$ cat src/rtl/video_term_pkg.sv
// Shared video-terminal constants, character classification helpers and the
// cursor FSM state encoding.
package video_term_pkg;

    localparam int unsigned COLS   = 40;
    localparam int unsigned ROWS   = 24;
    localparam int unsigned COL_W  = 6;
    localparam int unsigned ROW_W  = 5;
    localparam int unsigned ADDR_W = 10;

    localparam logic [6:0] ASCII_CR    = 7'h0D;
    localparam logic [6:0] PRINT_LO    = 7'h20;
    localparam logic [6:0] PRINT_HI    = 7'h5F;
    localparam logic [6:0] FOLD_LO     = 7'h60;
    localparam logic [6:0] FOLD_HI     = 7'h7E;
    localparam logic [6:0] FOLD_OFFSET = 7'h20;

    typedef enum logic [1:0] {
        ST_IDLE        = 2'd0,
        ST_WRITE       = 2'd1,
        ST_ADVANCE     = 2'd2,
        ST_SCROLL_WAIT = 2'd3
    } cursor_state_e;

    // Printable directly, or lower-case range that folds onto upper case.
    function automatic logic is_printable(input logic [6:0] code);
        return ((code >= PRINT_LO) && (code <= PRINT_HI)) ||
               ((code >= FOLD_LO)  && (code <= FOLD_HI));
    endfunction

    function automatic logic [5:0] fold_code(input logic [6:0] code);
        logic [6:0] folded;
        folded = (code >= FOLD_LO) ? (code - FOLD_OFFSET) : code;
        return folded[5:0];
    endfunction

endpackage

$ cat src/rtl/sync_2ff.sv
// Two-flop synchronizer for a single asynchronous level signal.
module sync_2ff (
    input  logic clk,
    input  logic rst_n,
    input  logic d,
    output logic q
);

    logic meta;

    always_ff @(posedge clk or negedge rst_n) begin
        if (!rst_n) begin
            meta <= 1'b0;
            q    <= 1'b0;
        end else begin
            meta <= d;
            q    <= meta;
        end
    end

endmodule

$ cat src/rtl/cursor_ctrl.sv
// Terminal cursor controller: accepts characters, writes them to screen memory,
// advances the cursor and requests a scroll when the bottom row overflows.
module cursor_ctrl #(
    parameter int unsigned COLS = video_term_pkg::COLS,
    parameter int unsigned ROWS = video_term_pkg::ROWS
) (
    input  logic       clk,
    input  logic       rst_n,
    input  logic       blink_in,
    input  logic       char_valid,
    input  logic [6:0] char_data,
    output logic       char_ready,
    output logic       wr_en,
    output logic [9:0] wr_addr,
    output logic [5:0] wr_data,
    output logic       scroll_req,
    input  logic       scroll_done,
    output logic [5:0] cursor_col,
    output logic [4:0] cursor_row,
    output logic       cursor_on
);

    import video_term_pkg::*;

    cursor_state_e state, state_n;
    logic [5:0]    col_n;
    logic [4:0]    row_n;
    logic          newline, newline_n;
    logic          wr_en_n, scroll_req_n, char_ready_n, cursor_on_n;
    logic [9:0]    wr_addr_n;
    logic [5:0]    wr_data_n;
    logic          blink_sync;
    logic          accept;

    sync_2ff u_blink_sync (
        .clk   (clk),
        .rst_n (rst_n),
        .d     (blink_in),
        .q     (blink_sync)
    );

    assign accept = char_valid && char_ready;

    // Next-state and next-output logic; every registered output is computed here.
    always_comb begin
        state_n      = state;
        col_n        = cursor_col;
        row_n        = cursor_row;
        newline_n    = newline;
        wr_en_n      = 1'b0;
        wr_addr_n    = wr_addr;
        wr_data_n    = wr_data;
        scroll_req_n = 1'b0;

        case (state)
            ST_IDLE: begin
                if (accept) begin
                    if (is_printable(char_data)) begin
                        state_n   = ST_WRITE;
                        newline_n = 1'b0;
                        wr_en_n   = 1'b1;
                        wr_addr_n = ADDR_W'(cursor_row) * ADDR_W'(COLS) + ADDR_W'(cursor_col);
                        wr_data_n = fold_code(char_data);
                    end else if (char_data == ASCII_CR) begin
                        state_n   = ST_ADVANCE;
                        newline_n = 1'b1;
                    end
                end
            end
            ST_WRITE: begin
                state_n = ST_ADVANCE;
            end
            ST_ADVANCE: begin
                if (!newline && (cursor_col < COL_W'(COLS - 1))) begin
                    col_n   = cursor_col + 6'd1;
                    state_n = ST_IDLE;
                end else begin
                    col_n = '0;
                    // Bottom row stays put; the screen scrolls underneath it.
                    if (cursor_row < ROW_W'(ROWS - 1)) begin
                        row_n   = cursor_row + 5'd1;
                        state_n = ST_IDLE;
                    end else begin
                        state_n      = ST_SCROLL_WAIT;
                        scroll_req_n = 1'b1;
                    end
                end
            end
            ST_SCROLL_WAIT: begin
                if (scroll_done) begin
                    state_n = ST_IDLE;
                end else begin
                    scroll_req_n = 1'b1;
                end
            end
            default: begin
                state_n = ST_IDLE;
            end
        endcase

        char_ready_n = (state_n == ST_IDLE);
        cursor_on_n  = blink_sync && (state_n == ST_IDLE);
    end

    always_ff @(posedge clk or negedge rst_n) begin
        if (!rst_n) begin
            state      <= ST_IDLE;
            cursor_col <= '0;
            cursor_row <= '0;
            newline    <= 1'b0;
            wr_en      <= 1'b0;
            wr_addr    <= '0;
            wr_data    <= '0;
            scroll_req <= 1'b0;
            char_ready <= 1'b0;
            cursor_on  <= 1'b0;
        end else begin
            state      <= state_n;
            cursor_col <= col_n;
            cursor_row <= row_n;
            newline    <= newline_n;
            wr_en      <= wr_en_n;
            wr_addr    <= wr_addr_n;
            wr_data    <= wr_data_n;
            scroll_req <= scroll_req_n;
            char_ready <= char_ready_n;
            cursor_on  <= cursor_on_n;
        end
    end

endmodule

$ cat config.mk
export PLATFORM = sky130hd
export DESIGN_NAME = cursor_ctrl
export DESIGN_NICKNAME = d
export VERILOG_FILES = /design/src/rtl/video_term_pkg.sv /design/src/rtl/sync_2ff.sv /design/src/rtl/cursor_ctrl.sv
export SDC_FILE = /design/constraint.sdc
export NUM_CORES = 1
export LEC_CHECK = 0
export ABC_AREA = 1
export CAP_MARGIN = 10
export CORE_MARGIN = 3
export CORE_UTILIZATION = 53
export DETAILED_ROUTE_END_ITERATION = 7
export PLACE_DENSITY = 0.84
export SKIP_LAST_GASP = 1
export SYNTH_ARGS = -nofsm -noshare
export SYNTH_HDL_FRONTEND = slang
export SYNTH_SLANG_ARGS = --single-unit
$ cat constraint.sdc
create_clock -name clk -period 4.4 [get_ports clk]
set_input_delay 1.1 -clock clk [delete_from_list [all_inputs] [get_ports clk]]
set_output_delay 1.1 -clock clk [all_outputs]
set_load 0.02 [all_outputs]
# Word level (Yosys, flattened, before mapping)
# Index checks and enable logic that the tools add are counted.
# word_totals
reg_bits	36
inputBits	12
out_inout_bits	31
# classes
addsub	4
mul	1
order_cmp	6
eq_ne	4
muxes	18
bitwise	1
reduce_logical	13
# ops
operator	count
$le A7 B7 Y1 const B	2
$mux W2	6
$mux W6	2
$add A10 B6 Y10	1
$reduce_and A3 Y1	3
$mux W1	8
$pmux W2 S4	1
$eq A7 B4 Y1 const B	1
$ge A7 B6 Y1 const B	1
$ge A7 B7 Y1 const B	1
$mul A5 B3 Y7 const B	1
$add A6 B1 Y6 const B	1
$lt A6 B6 Y1 const B	1
$sub A6 B6 Y6 const B	1
$add A5 B1 Y5 const B	1
$logic_and A1 B1 Y1	5
$lt A5 B5 Y1 const B	1
$eq A2 B2 Y1 const B	2
$logic_not A2 Y1	2
$eq A2 B1 Y1 const B	1
$pmux W1 S2	1
$reduce_bool A2 Y1	1
$logic_not A1 Y1	1
$logic_or A1 B1 Y1	1
$not A1 Y1	1

# Longest topological paths before layout
# depth
depth_word	8
ltp_mapped	10

# Hierarchy
# Synthesis repeated with hierarchy kept, for this count alone.
# hier_totals
cells_unflattened	194
hier_area_um2	1863.0
# modules_own_cells
mod	n_inst	cells_per_inst	area_per_inst_um2
cursor_ctrl	1	192	1813.0
sync_2ff	1	2	50.0

# Worst setup path before layout
# OpenSTA, ideal clock, no wires.
# synth_path
path_type	flip-flop to flip-flop
from	register cursor_row[1]
to	register wr_addr[9]
arrival_time_ps	1927
slack_ps	2356
stages_incl_launch_ff	10
n_path_buf	0
synth_period_minus_slack_ps	2044
path_cell_list	dfrtp_1 > ha_1 > ha_1 > fa_1 > xnor2_1 > inv_1 > nand3_1 > a21o_1 > nand3_1 > nand2_1
# synth_between
elab_chain_len	2
# synth_rtl
item	line_no	source
start: declaration	cursor_ctrl.sv:19	output logic [4:0] cursor_row,
start signal: assignment	cursor_ctrl.sv:120	cursor_row <= row_n;
$mul A5 B3 Y7	cursor_ctrl.sv:62	wr_addr_n = ADDR_W'(cursor_row) * ADDR_W'(COLS) + ADDR_W'(cursor_col);
$add A10 B6 Y10	cursor_ctrl.sv:62	
end signal: assignment	cursor_ctrl.sv:123	wr_addr <= wr_addr_n;
end: declaration	cursor_ctrl.sv:14	output logic [9:0] wr_addr,
# No other way between the ends.
# A chain may end at the register's enable or synchronous reset.

# Final worst setup path
# layout_path
from	register cursor_row[0]
to	output port cursor_row[0]
# No word-level cell between the ends.

==> flow_summary.json <==
{
  "outcome": "finished, final reports clean",
  "dp.cells": 281,
  "overflow": 0,
  "max_cap_viol_count": 0,
  "crit_type": "flop to primary output",
  "start_util_pct": 57.93,
  "core_area_sq_um": 3203,
  "antenna_found_initial": 0,
  "synthCells": 196,
  "post-route-cell-area_sq_um": 2392,
  "clkSinkCount": 36,
  "slew-limit-headroom_pct": 70.53,
  "wl_per_cell_microns": 12.13,
  "seqCellArea_sq_um": 900.9,
  "drv_slew": 0,
  "firstDrtPassIters": 4,
  "fin_crit_ps": 2590,
  "setup_viol": 0,
  "instances_no_fill": 289,
  "die_h_microns": 65.17,
  "post-dp-hpwl_microns": 2671,
  "hold_class": "flop to flop",
  "p_leak_nw": 1.184,
  "root_buffer": "clkbuf_4",
  "fin_crit_sh_pct": 58.86,
  "cp_slowest_cell": "clkdlybuf4s50_1",
  "avgSynthCellArea_sq_um": 9.467,
  "die_area_sq_um": 4247,
  "syn-cell-area_sq_um": 1856,
  "grt.total_usage_pct": 19.10,
  "placed_cell_area_sq_um": 2316,
  "ir_drop_v": 0.0004103,
  "viasPerCell": 4.862,
  "power_density_nw_per_um2": 572.4,
  "cp.arrival_ps": 1490,
  "yosys_warnings": 0,
  "postRouteWirelength_microns": 3507,
  "n_fill_cell": 268,
  "syn_nets": 221,
  "io_pins": 43,
  "max_stage_delay_ps": 650,
  "hold_viol": 0,
  "critPathCaptureType": "primary output",
  "worst-path-buf-inv": 1,
  "cts_buffers": 5,
  "start_kind": "flop",
  "nets": 269,
  "path_cells": "clkdlybuf4s50_1",
  "grt_pass1_wl_microns": 6223,
  "grt_pass1_vias": 1420,
  "clkTransAtPathRegs_ps": 110,
  "clk_path_buf_depth": 2,
  "synth-seq-cells": 36,
  "multi_input_area_sq_um": 832.0,
  "synth_cell_types": 31,
  "route.vias.total": 1405,
  "crit_path_max_fanout": 6,
  "die_w_microns": 65.17,
  "place_congestion": 0.7842,
  "postCtsSetupRepairBufs": 0,
  "ys_seq_area_share_pct": 48.55,
  "fp-row-count": 20,
  "diodes": 0,
  "fmaxAchievable_mhz": 386.1,
  "tightest_slew_ps": 442.1,
  "skew_ps": 7.554,
  "path_delay_family": "buffers and inverters",
  "ctsResizeCount": 0,
  "ant_nets": 0,
  "required_ps": 3300,
  "htree_levels": 2,
  "clk_latency_ps": 350,
  "hold_buffers": 0,
  "portBuffers": 42,
  "drive_gt1_share_pct": 12.65,
  "grt_max_degree": 37,
  "setup_tns_ps": 0,
  "rsz0062_at_grt": "no",
  "drtIter0Drc": 68,
  "drcViolationCount": 0,
  "syn2layout_area_growth_pct": 28.93,
  "cts_tree": "done"
}
## final cells by class
class	instances	area share, %
multi-input cells	132	34.78
well taps	44	2.301
clock buffers	6	1.726
repair buffers	43	17.89
inverters	26	4.184
flip-flops and latches	36	37.66
clock inverters	2	1.464
## flip-flops by register name (all words and copies together) (netlist names)
| signal | flops |
|---|---|
| wr_addr | 10 |
| cursor_col | 6 |
| wr_data | 6 |
| cursor_row | 5 |
| state | 2 |
| char_ready | 1 |
| cursor_on | 1 |
| newline | 1 |
| scroll_req | 1 |
| u_blink_sync.meta | 1 |
| u_blink_sync.q | 1 |
| wr_en | 1 |
## path summary, 6_finish.rpt
kind | slack [ps] | end | depth (start not counted) | start
min reg2reg | 360 | u_blink_sync.q | 0 | u_blink_sync.meta
min | 360 | u_blink_sync.q | 0 | u_blink_sync.meta
max | 1810 | cursor_row[0] | 1 | cursor_row[0]
max in group asynchronous | 2930 | wr_data[3] | 2 | rst_n
min in group asynchronous | 1150 | wr_data[1] | 2 | rst_n
max reg2reg | 2300 | wr_addr[9] | 7 | cursor_row[1]
## cell usage after synthesis
cell type / instances / share of area, %
ha_1: 11 / 7.4
nor2_2: 2 / 0.67
nand3_2: 1 / 0.54
nand4_1: 2 / 0.67
inv_2: 2 / 0.40
nand2_2: 4 / 1.3
a21oi_2: 1 / 0.47
nor2_4: 3 / 1.8
o31ai_1: 1 / 0.40
a21oi_1: 3 / 0.81
a21oi_4: 1 / 0.88
inv_1: 23 / 4.7
fa_1: 2 / 2.2
o21ai_0: 5 / 1.3
xor2_1: 6 / 2.8
o21ai_1: 2 / 0.54
nor3_1: 2 / 0.54
xnor2_1: 3 / 1.4
nor2_1: 10 / 2.0
a211oi_1: 1 / 0.40
or2_1: 1 / 0.34
o21ai_2: 6 / 2.8
inv_4: 1 / 0.34
buf_6: 2 / 1.2
nand2_1: 49 / 9.9
nand3_4: 1 / 0.94
nor3_2: 1 / 0.54
a31oi_1: 1 / 0.34
a21o_1: 1 / 0.40
nand3_1: 12 / 3.2
dfrtp_1: 36 / 49
## cells in the final DEF (no fill, tap or decap), drive strengths merged
master / synthesis / final
dfrtp: 36 / 36
bufinv: 0 / 1
xnor2: 3 / 3
nand3: 14 / 14
o21ai: 13 / 13
nor3: 3 / 3
a31oi: 1 / 1
nand4: 2 / 2
ha: 11 / 11
xor2: 6 / 6
buf: 2 / 1
a21oi: 5 / 5
nand2: 53 / 53
o31ai: 1 / 1
a21o: 1 / 1
a211oi: 1 / 1
inv: 26 / 26
clkdlybuf4s50: 0 / 42
clkinv: 0 / 1
or2: 1 / 1
fa: 2 / 2
nor2: 15 / 15
clkbuf: 0 / 6
## worst reg2reg max path, cell delays in order, from the launching register on
cell and delay, ps:
dfrtp_1 470, ha_1 320, ha_1 230, fa_1 570, nand3_1 120, a21o_1 170
nand3_1 60, nand2_1 50
## metal layers
| metal | track usage (%) | vias to the layer above | share of wire, % |
|---|---|---|---|
| li1 | - | 718 | - |
| met1 | 24.41 | 647 | 44 |
| met2 | 31.10 | 32 | 49 |
| met3 | 4.957 | 8 | 4.6 |
| met4 | 7.254 | 0 | 1.8 |
| met5 | 0 | - | 0 |
## power breakdown
part	switching, mW	internal (mW)
Combinational	0.350	0.273
Sequential	0.0853	0.431
Clock	0.110	0.119
## cell families (layout without fill, tap and decap cells)
kind of cell    Yosys count  in the layout  synth area share, %
xor+xnor                  9              9                4.248
compound gates           22             22                8.429
flops                    36             36                48.55
fa+ha+maj                13             13                9.575
buf+inv                  28             77                6.608
simple gates             88             88                22.59
## through the flow
| step | hold slack, ps | setup WS [ps] | util (%) | power (mW) |
|---|---|---|---|---|
| after detailed placement | 341.3 | 1802 | 72.30 | 1.152 |
| final | 363.3 | 1810 | 74.69 | 1.369 |
| after floorplan | 331.2 | 2356 | - | 0.8928 |
| after global placement | 336.8 | 1819 | 72.30 | 1.144 |
| after global routing | 369.4 | 1741 | 74.69 | 1.478 |
| after CTS | 366.3 | 1802 | 74.69 | 1.386 |
No activity file was read; power rests on OpenSTA's default activity.
